===== src/rtl/tick_sched_pkg.sv =====
// tick_sched_pkg: shared FSM state encoding and parameter defaults for tick_sched
package tick_sched_pkg;
  localparam int NREQ_DEF = 4;
  localparam int DW_DEF = 8;
  typedef enum logic [1:0] {IDLE = 2'd0, ARM = 2'd1, RUN = 2'd2, FIN = 2'd3} state_e;
endpackage


===== src/rtl/tick_sched_rr_pick.sv =====
// rr_pick: round-robin winner search starting just after the last owner, wrapping modulo NREQ
module rr_pick #(
  parameter int NREQ = 4,
  parameter int LW = 2
) (
  input  logic [NREQ-1:0] req,
  input  logic [LW-1:0]   last,
  output logic [LW-1:0]   win,
  output logic            vld
);
  logic [LW-1:0] idx;
  // Walk from the farthest offset back to the nearest so the nearest requester wins.
  always_comb begin
    win = '0;
    idx = '0;
    for (int i = NREQ; i >= 1; i--) begin
      idx = LW'((int'(last) + i) % NREQ);
      win = req[idx] ? idx : win;
    end
  end
  assign vld = |req;
endmodule


===== src/rtl/tick_sched.sv =====
// tick_sched: arbitrates one shared 1 Hz countdown among NREQ requesters with abort and expiry pulse
module tick_sched import tick_sched_pkg::*; #(
  parameter int NREQ = NREQ_DEF,
  parameter int DW = DW_DEF
) (
  input  logic               clk,
  input  logic               reset,
  input  logic               tick,
  input  logic [NREQ-1:0]    req,
  input  logic [NREQ*DW-1:0] dur,
  output logic               pre_clr,
  output logic [NREQ-1:0]    gnt,
  output logic [NREQ-1:0]    done,
  output logic               busy
);
  localparam int LW = NREQ > 1 ? $clog2(NREQ) : 1;
  state_e state_q, state_d;
  logic [DW-1:0] cnt_q, cnt_d;
  logic [LW-1:0] owner_q, owner_d, last_q, last_d, win;
  logic vld, pre_clr_q, pre_clr_d, busy_q, busy_d;
  logic [NREQ-1:0] gnt_q, gnt_d, done_q, done_d;
  logic [DW-1:0] dur_a [NREQ];
  rr_pick #(.NREQ(NREQ), .LW(LW)) u_pick (.req(req), .last(last_q), .win(win), .vld(vld));
  always_comb begin
    for (int i = 0; i < NREQ; i++) dur_a[i] = dur[i*DW +: DW];
  end
  always_comb begin
    state_d = state_q;
    cnt_d = cnt_q;
    owner_d = owner_q;
    last_d = last_q;
    case (state_q)
      IDLE: if (vld) begin
        state_d = ARM;
        cnt_d = dur_a[win];
        owner_d = win;
      end
      ARM: if (!req[owner_q]) begin
        state_d = IDLE;
        last_d = owner_q;
      end else state_d = (cnt_q == '0) ? FIN : RUN;
      RUN: if (!req[owner_q]) begin
        state_d = IDLE;
        last_d = owner_q;
      end else if (tick) begin
        state_d = (cnt_q > DW'(1)) ? RUN : FIN;
        cnt_d = (cnt_q > DW'(1)) ? cnt_q - DW'(1) : '0;
      end
      FIN: begin
        state_d = IDLE;
        last_d = owner_q;
      end
    endcase
    // Outputs are decoded from the next state so they are registered alongside it.
    busy_d = state_d != IDLE;
    pre_clr_d = state_d == ARM;
    gnt_d = busy_d ? NREQ'(1) << owner_d : '0;
    done_d = (state_d == FIN) ? NREQ'(1) << owner_d : '0;
  end
  always_ff @(posedge clk) begin
    if (reset) begin
      state_q <= IDLE;
      cnt_q <= '0;
      owner_q <= '0;
      last_q <= LW'(NREQ - 1);
      pre_clr_q <= 1'b0;
      gnt_q <= '0;
      done_q <= '0;
      busy_q <= 1'b0;
    end else begin
      state_q <= state_d;
      cnt_q <= cnt_d;
      owner_q <= owner_d;
      last_q <= last_d;
      pre_clr_q <= pre_clr_d;
      gnt_q <= gnt_d;
      done_q <= done_d;
      busy_q <= busy_d;
    end
  end
  assign pre_clr = pre_clr_q;
  assign gnt = gnt_q;
  assign done = done_q;
  assign busy = busy_q;
endmodule


===== config.mk =====
export PLATFORM = sky130hd
export DESIGN_NAME = tick_sched
export DESIGN_NICKNAME = d
export VERILOG_FILES = /design/src/rtl/tick_sched_pkg.sv /design/src/rtl/tick_sched_rr_pick.sv /design/src/rtl/tick_sched.sv
export SDC_FILE = /design/constraint.sdc
export NUM_CORES = 1
export LEC_CHECK = 0
export CORE_ASPECT_RATIO = 1.4
export CORE_MARGIN = 2
export CORE_UTILIZATION = 35
export CTS_BUF_LIST = sky130_fd_sc_hd__clkbuf_2
export DETAILED_ROUTE_END_ITERATION = 6
export PLACE_DENSITY_LB_ADDON = 0.3
export RECOVER_POWER = 25
export SLEW_MARGIN = 20
export SYNTH_ARGS = -nofsm -noshare
export SYNTH_HDL_FRONTEND = slang
export SYNTH_SLANG_ARGS = --single-unit

===== constraint.sdc =====
create_clock -name clk -period 1.9 [get_ports clk]
set_clock_uncertainty 0.05 [all_clocks]
set_input_delay 0.38 -clock clk [delete_from_list [all_inputs] [get_ports clk]]
set_output_delay 0.38 -clock clk [all_outputs]
set_load 0.01 [all_outputs]

* Word level (Yosys, flattened, before mapping)
Index checks and enable logic that the tools add are counted.
** Operators by class
- Add/sub/neg operators :: 5
- $mul :: 0
- Divide/modulo/power cells :: 0
- Order comparisons :: 7
- Eq/ne operators :: 9
- Shifts and indexed selects :: 1
- Multiplexer cells :: 33
- Bitwise logic cells :: 3
- Reduce and logical (&&, ||, !) cells :: 11
** Operators with widths (count)
- $mux 8 :: 6
- $mux 2 :: 11
- $bmux 8 s2 :: 1
- $pmux 8 s2 :: 1
- $lt 2x3->1 const B :: 5
- $bmux 1 s2 :: 5
- $gt 8x1->1 const B :: 1
- $logic_not 8->1 :: 1
- $pmux 2 s4 :: 1
- $sub 8x1->8 const B :: 1
- $mux 1 :: 7
- $eq 2x2->1 const B :: 3
- $ne 2x2->1 const B :: 3
- $reduce_bool 2->1 :: 3
- $reduce_or 2->1 :: 3
- $add 2x1->2 const B :: 2
- $add 2x2->2 const B :: 2
- $eq 2x1->1 const B :: 2
- $pmux 2 s2 :: 1
- $reduce_and 4->1 :: 1
- $reduce_or 4->1 :: 1
- $shl 1x2->4 const A :: 1
- $ge 3x3->1 const B :: 1
- $not 2->3 :: 1
- other kinds (4) :: 5
** Storage, ports and cells
- Flip-flop bits (word level) :: 24
- Bits in latches :: 0
- RAM bits :: 0
- Memory bits (read-only) :: 0
- Input port bits :: 39
- Output and inout bits :: 10
- Word-level logic and storage cells :: 77
- Memories kept :: 0

* Longest topological paths before layout
Gate-level depths: netlist of the first run.
- Depth after elaboration :: 13
- Depth in mapped cells :: 9
- Depth with buffers taken out :: 8

* Modules after synthesis
Synthesis of the first run repeated with hierarchy kept, for this count alone.
** Unflattened totals
- Cells, all modules :: 167
- Area total of the unflattened synthesis :: 1531.5 sq um
** Modules (own cells, without submodules)
- tick_sched :: instances 1, cells an instance 153, area an instance 1452.6 sq um, sequential area each 480.5 sq um
- rr_pick :: instances 1, cells an instance 14, area an instance 78.8 sq um, sequential area each 0.0 sq um

* Least setup slack after synthesis of the first run
No wires, ideal clock.
- Kind :: reg-to-reg
- Start :: register state_q[0]
- End :: register cnt_q[3]
- Library setup time :: 0.116 ns
- Data arrival time :: 1.638 ns
- Required time :: 1.734 ns
- Setup slack :: 0.096 ns
- Cell stages (with the launch flop) :: 10
- Path buffers :: 1
- Clock period less this slack :: 1.804 ns
- Cells stage by stage :: dfxtp_1 inv_1 ha_1 buf_6 nor2b_1 a31oi_1 a21oi_2 o21ai_1 a32o_1 a31o_1
** Between the ends
- Word-level cells in the longest chain between the ends :: 3
- Elaborated cells between the ends (all ways) :: 8
- Classes of those cells :: eq/ne: 4; mux: 1; reduce/logical: 3
** RTL lines
- start: declaration :: line tick_sched.sv:17 : state_e state_q, state_d;
- start signal: assignment :: line tick_sched.sv:71 : state_q <= state_d;
- $eq 2x2->1 / $logic_not 2->1 (equally long branches) :: line tick_sched.sv:32 : case (state_q)
- $ne 2x2->1 (no source line), or another cell as far along
- $reduce_and 4->1 (no source line)
- end signal: assignment :: line tick_sched.sv:72 : cnt_q <= cnt_d;
- end: declaration :: line tick_sched.sv:18 : logic [DW-1:0] cnt_q, cnt_d;
Several ways; a longest one is shown, not always the timed one.
A chain may end at the register's enable or synchronous reset.

* Worst setup path after layout of the first run
- Start :: register cnt_q[4]
- End :: register done_q[1], in the netlist done[1]
** Between the ends
- Word-level cells in the longest chain between the ends :: 8
- Elaborated cells between the ends (all ways) :: 11
- Classes of those cells :: order compare: 1; eq/ne: 1; mux: 6; bitwise: 1; reduce/logical: 2
** RTL lines
- $gt 8x1->1 :: line tick_sched.sv:46 : state_d = (cnt_q > DW'(1)) ? RUN : FIN;
- $mux 1 :: line tick_sched.sv:46
- $mux 2 :: line tick_sched.sv:45 : end else if (tick) begin
- $mux 2 :: line tick_sched.sv:42 : RUN: if (!req[owner_q]) begin
- $pmux 2 s4 * :: line tick_sched.sv:32
- $eq 2x2->1 * :: line tick_sched.sv:58 : done_d = (state_d == FIN) ? NREQ'(1) << owner_d : '0;
- $not 1->1 (no source line) *
- $reduce_or 2->1 (no source line) *
- end signal: assignment :: line tick_sched.sv:77 : done_q <= done_d;
- end: declaration :: line tick_sched.sv:21 : logic [NREQ-1:0] gnt_q, gnt_d, done_q, done_d;
Every way passes the cells marked *; elsewhere a longest branch is shown, timed or not.

==> impl_metrics.csv, run 1 <==
group,metric,value,unit
run_status,outcome,"finished, final reports clean",
route,vias,1622,
sta,max_freq,0.533,GHz
critical_path,crit_path_end_kind,"flip-flop",
route,ant_nets,0,
clocking,numCtsBuffers,3,
floorplan,core,0.00424,mm²
power_and_ir_drop,internal_power,1330,µW
sta,setup_viol,0,
critical_path,cp.required,2.15,ns
cells_and_area,final_cell_mix,"clkdlybuf4s50_1, buf_4, nand2_1",
cells_and_area,final_common_cell,"clkdlybuf4s50_1",
global_route,antenna_found_initial,0,
cells_and_area,layout-drive-gt1-share,0.263,
global_route,grt_max_degree,13,
power_and_ir_drop,p_sw,817,µW
critical_path,cp.arrival,2.12,ns
sta,worst_slew_pin_slew,0.322,ns
sta,slew_violations,0,
global_route,grt_usage,0.171,
global_route,grt_pass1_wl,6.56,mm
power_and_ir_drop,pwr-share-comb,0.585,
floorplan,die_y,82.7,µm
logic_synthesis,synthCells,182,
logic_synthesis,synth.avg_cell_area,8.50,µm²
route,initialDrtViolationCount,73,
power_and_ir_drop,seqPwrFrac,0.324,
power_and_ir_drop,total_power,2150,µW
logic_synthesis,seq_area_frac_synth,0.311,
floorplan,die_area,0.00497,mm²
cells_and_area,diodes,0,
sta,rsz0062_at_grt,"true",
route,wirelength,4.31,mm
critical_path,timing_worst_setup_path_type,"reg2reg",
logic_synthesis,synth_seq_cells,24,
clocking,clock-sinks,24,
cells_and_area,areaGrowthSynthToFinish,59.6,%
sta,finalCritPeriodShare,0.987,
clocking,cts.clk_slew.worst_paths,0.23,ns
clocking,cts_buffer_depth,2,
sta,timing.setup.tns,0,ns
run,max_cap_violations,0,
logic_synthesis,synth-async-reset-ratio,0,
cells_and_area,num-fill-cells,388,
placement,preCtsSetupSlack,-0.459,ns
logic_synthesis,synth_edf_count,0,
logic_synthesis,synthesis.area,0.00155,mm²
power_and_ir_drop,p_sw_frac,0.380,
clocking,clock_latency,0.34,ns
critical_path,start_kind,"flip-flop",
floorplan,num_rows,28,
logic_synthesis,synthDistinctLibCells,52,
route,dr.pass1.iters,4,
power_and_ir_drop,power.density,870,mW/mm²
global_route,grt.overflow.total,0,
logic_synthesis,ys_warn_count,0,
clocking,cts_root_buf,"clkbuf_2",
placement,dpl.hpwl,3.35,mm
sta,min_period,1.88,ns
power_and_ir_drop,clock_power_share,0.091,
cells_and_area,final_area,0.00247,mm²
logic_synthesis,syn_nets,229,
cells_and_area,fin_nets,311,
sta,finalHoldViolations,0,
route,route.detailed.wl_per_inst,13.4,µm
clocking,htreeDepth,1,
global_route,grt_pass1_vias,1561,
route,drc,0,
placement,gp_congestion,0.831,
placement,dpl_cell_area,0.00230,mm²
power_and_ir_drop,peakVddDrop,0.545,mV
clocking,postCtsHoldBufs,0,
placement,portBuffers,48,
floorplan,start_util,0.365,
clocking,cts_tree,"done",
critical_path,worstPathMaxFanout,4,
floorplan,num_io_pins,49,
sta,fin_ws,0.0249,ns
route,vias_per_cell,5.04,
logic_synthesis,synth_ff_type,"dfxtp_1",
sta,slew_headroom,0.784,
sta,holdWs,0.483,ns
power_and_ir_drop,p_leak,0.00101,µW
worst_hold_path,hp-class,"reg2reg",
floorplan,fp.dieW,60.2,µm
[registers in the layout, summed over array words and instances (netlist names)]
| signal | flops |
|---|---|
| cnt_q | 8 |
| done | 4 |
| gnt | 4 |
| last_q | 2 |
| owner_q | 2 |
| state_q | 2 |
| busy | 1 |
| pre_clr | 1 |
[power groups by stage]
| stage | Combinational [µW] | Clock [µW] | Sequential [µW] |
|---|---|---|---|
| global placement | 1120 | 0 | 694 |
| CTS | 1160 | 206 | 686 |
| global route | 1380 | 222 | 709 |
| detailed placement | 1130 | 0 | 693 |
| finish | 1260 | 196 | 696 |
| floorplan | 653 | 0 | 698 |
[synth_stat cells (all sizes together) (2+ instances only)]
cell type / n / share of area
nand2b: 6 / 0.024
nor3b: 4 / 0.026
o21ai: 13 / 0.042
clkbuf: 2 / 0.0049
a21oi: 11 / 0.038
nor2: 16 / 0.039
or2: 2 / 0.0097
nand2: 19 / 0.046
o21a: 3 / 0.015
nor3: 5 / 0.016
buf: 5 / 0.022
o22a: 2 / 0.011
a31o: 3 / 0.017
xor2: 2 / 0.011
mux2i: 9 / 0.058
a32oi: 2 / 0.011
nand3: 3 / 0.0097
a31oi: 7 / 0.028
xnor2: 2 / 0.011
and2: 2 / 0.0081
dfxtp: 24 / 0.31
inv: 8 / 0.019
ha: 8 / 0.065
mux2: 3 / 0.022
a32o: 2 / 0.013
nor4: 2 / 0.022
[metal layers]
metal / vias up / part of all wire / track usage
met5: - / 0 / 0
met4: 0 / 0.019 / 0.0689
met3: 9 / 0.037 / 0.0171
met2: 41 / 0.54 / 0.326
met1: 752 / 0.40 / 0.188
li1: 820 / - / -
[kinds of logic (layout without fill, tap and decap cells)]
logic type | after synthesis | in the layout | synth area share
xor gates and xnor gates | 4 | 4 | 0.0227
buffers and inverters | 15 | 95 | 0.0461
DFF | 24 | 24 | 0.311
muxes | 13 | 13 | 0.0947
AOI/OAI and AO/OA | 54 | 54 | 0.238
adders and majority gates | 8 | 8 | 0.0647
and+or+nand+nor | 64 | 64 | 0.223
[path summary, 6_finish.rpt]
check	start	end	slack [ns]	cells past startpoint
worst max-delay path	cnt_q[4]	done[1]	0.02	6
worst min-delay path	owner_q[0]	last_q[0]	0.48	2
worst max register to register	cnt_q[4]	done[1]	0.02	6
worst min register to register	owner_q[0]	last_q[0]	0.48	2
[per-stage QoR]
stage,utilization,cells
floorplan,-,182
global placement,0.542,313
detailed placement,0.542,313
CTS,0.549,318
global route,0.582,322
finish,0.582,322
[repair_timing]
action / in CTS / in global routing
setup endpoints to repair: 7 / 17
pin swaps: 1 / 8
cloned: 0 / 0
resized for setup: 4 / 29
setup buffers: 2 / 4
[critical path, cell delays in order (launching register included)]
cell and delay (ns):
dfxtp_4 0.41, nor4_4 0.34, buf_4 0.17, a41oi_2 0.08, a211o_1 0.34, or2_4 0.28
nor3b_2 0.17
[cell type report]
type,instances,area (µm²),area share
inverters,8,32.5,0.0132
repair buffers,84,762,0.309
flip-flops and latches,24,492,0.199
clock buffers,3,15.0,0.00608
multi-input cells,143,1090,0.442
well taps,60,75.1,0.0304
(Power assumes the default switching activity.)
==> run 2, diff against run 1 <==
--- a/config.mk
+++ b/config.mk
@@ -9,6 +9,7 @@
 export CORE_MARGIN = 2
 export CORE_UTILIZATION = 35
 export CTS_BUF_LIST = sky130_fd_sc_hd__clkbuf_2
+export CTS_CLUSTER_DIAMETER = 200
 export DETAILED_ROUTE_END_ITERATION = 6
 export PLACE_DENSITY_LB_ADDON = 0.3
 export RECOVER_POWER = 25
==> results of run 2 <==
Final layout, timing and power as in run 1 (identical DEF).
==> run 3, diff against run 2 <==
--- a/config.mk
+++ b/config.mk
@@ -5,9 +5,11 @@
 export SDC_FILE = /design/constraint.sdc
 export NUM_CORES = 1
 export LEC_CHECK = 0
+export CELL_PAD_IN_SITES_DETAIL_PLACEMENT = 0
+export CELL_PAD_IN_SITES_GLOBAL_PLACEMENT = 1
 export CORE_ASPECT_RATIO = 1.4
 export CORE_MARGIN = 2
-export CORE_UTILIZATION = 35
+export CORE_UTILIZATION = 31
 export CTS_BUF_LIST = sky130_fd_sc_hd__clkbuf_2
 export CTS_CLUSTER_DIAMETER = 200
 export DETAILED_ROUTE_END_ITERATION = 6
==> impl_metrics.csv, run 3 (synthesis results as in run 1) <==
group,metric,value,unit
run_status,outcome,"finished, final reports clean",
sta,min_period,1.85,ns
critical_path,timing_worst_setup_path_type,"reg2reg",
cells_and_area,final_common_cell,"clkdlybuf4s50_1",
sta,max_freq,0.541,GHz
route,wirelength,4.28,mm
global_route,antenna_found_initial,0,
route,route.detailed.wl_per_inst,13.2,µm
clocking,cts.clk_slew.worst_paths,0.22,ns
cells_and_area,seq_area,498,µm²
sta,slew_headroom,0.690,
cells_and_area,layout-drive-gt1-share,0.254,
cells_and_area,num-fill-cells,484,
cells_and_area,final_cell_mix,"clkdlybuf4s50_1, buf_4, nand2_1",
cells_and_area,diodes,0,
sta,finalCritPeriodShare,0.972,
critical_path,crit_path_end_kind,"flip-flop",
clocking,numCtsBuffers,3,
placement,dp_cells,317,
run,max_cap_violations,0,
clocking,cts_root_buf,"clkbuf_2",
cells_and_area,largest_register_ffs,8,
global_route,grt_max_degree,14,
global_route,grt.overflow.total,0,
clocking,cts_tree,"done",
sta,rsz0062_at_grt,"true",
floorplan,die_area,0.00558,mm²
clocking,postCtsHoldBufs,0,
critical_path,critical_path.max_stage_delay,0.41,ns
placement,portBuffers,48,
floorplan,die_y,87.6,µm
critical_path,start_kind,"flip-flop",
route,drc,0,
power_and_ir_drop,total_power,2100,µW
critical_path,cp.required,2.14,ns
sta,holdWs,0.515,ns
worst_hold_path,hp-class,"reg2reg",
sta,slew_violations,0,
clocking,htreeDepth,1,
floorplan,start_util,0.319,
sta,timing.setup.tns,0,ns
floorplan,num_rows,30,
route,vias,1579,
floorplan,num_io_pins,49,
placement,dpl.hpwl,3.41,mm
clocking,clock-sinks,24,
sta,setup_viol,0,
critical_path,worstPathMaxFanout,4,
clocking,cts_buffer_depth,2,
critical_path,crit_family,"simple AND/OR/NAND/NOR gates",
critical_path,critPathSlowestCell,"dfxtp_4",
cells_and_area,fin_cells,324,
global_route,grt_pass1_vias,1659,
route,initialDrtViolationCount,63,
critical_path,path_buf_inv,1,
floorplan,fp.dieW,63.7,µm
cells_and_area,fin_nets,308,
critical_path,cp.arrival,2.09,ns
cells_and_area,areaGrowthSynthToFinish,54.4,%
global_route,grt_usage,0.158,
placement,gp_congestion,0.789,
critical_path,path_cells,"nor4_4, buf_4, a41oi_2, a211o_1, or2_4, nor3b_2",
route,vias_per_cell,4.87,
sta,finalHoldViolations,0,
power_and_ir_drop,power.density,880,mW/mm²
route,ant_nets,0,
floorplan,core,0.00484,mm²
cells_and_area,regMostFlops,"cnt_q",
sta,worst_slew_pin_slew,0.461,ns
power_and_ir_drop,p_leak,0.000979,µW
route,dr.pass1.iters,4,
cells_and_area,multiInputGateArea,0.00103,mm²
global_route,grt_pass1_wl,7.06,mm
power_and_ir_drop,peakVddDrop,0.421,mV
clocking,clock_latency,0.34,ns
[run 3: final timing paths]
path / slack (ns) / cells past startpoint / from / end
setup / recovery: 0.05 / 6 / cnt_q[6] / done[1]
hold / removal: 0.52 / 2 / last_q[0] / last_q[0]
setup reg to reg: 0.05 / 6 / cnt_q[6] / done[1]
hold reg to reg: 0.52 / 2 / last_q[0] / last_q[0]
[run 3: worst min-delay path, cell delays in order (launching register included)]
cell	delay, ns
dfxtp_1	0.42
mux2i_1	0.08
nand2_1	0.06
[run 3: per-layer routing]
metal / global-route usage / wire (µm)
met5: 0 / 0
met3: 0.0231 / 186
met1: 0.169 / 1750
met4: 0.0632 / 88
met2: 0.310 / 2260
[run 3: layout make-up]
cell class / count / share of cell area
multi-input cells: 143 / 0.432
repair buffers: 81 / 0.306
flip-flops and latches: 24 / 0.208
well taps: 64 / 0.0335
inverters: 8 / 0.0126
clock buffers: 3 / 0.00629
clock inverters: 1 / 0.00157
[run 3: what timing repair did]
action / 4_1_cts / 5_1_grt
pin swaps: 1 / 10
endpoints found under the hold margin: 0 / 0
setup endpoints to repair: 15 / 17
buffers inserted: 0 / 3
gates resized for setup: 4 / 25
cloned: 0 / 0
[run 3: metrics by stage]
stage | cell area [µm²] | utilization | setup slack [ns]
global placement | 2290 | 0.473 | -0.463
detailed placement | 2290 | 0.473 | -0.484
finish | 2390 | 0.493 | 0.0531
floorplan | 1550 | - | 0.0964
CTS | 2310 | 0.476 | 0.0128
global route | 2390 | 0.493 | -0.0389
[run 3: where the power goes]
group / internal (µW) / total [µW] / switching [µW] / leakage (µW)
registers: 614 / 701 / 86.9 / 0.000201
logic: 650 / 1200 / 552 / 0.000764
clock network: 45.8 / 200 / 154 / 0.0000140
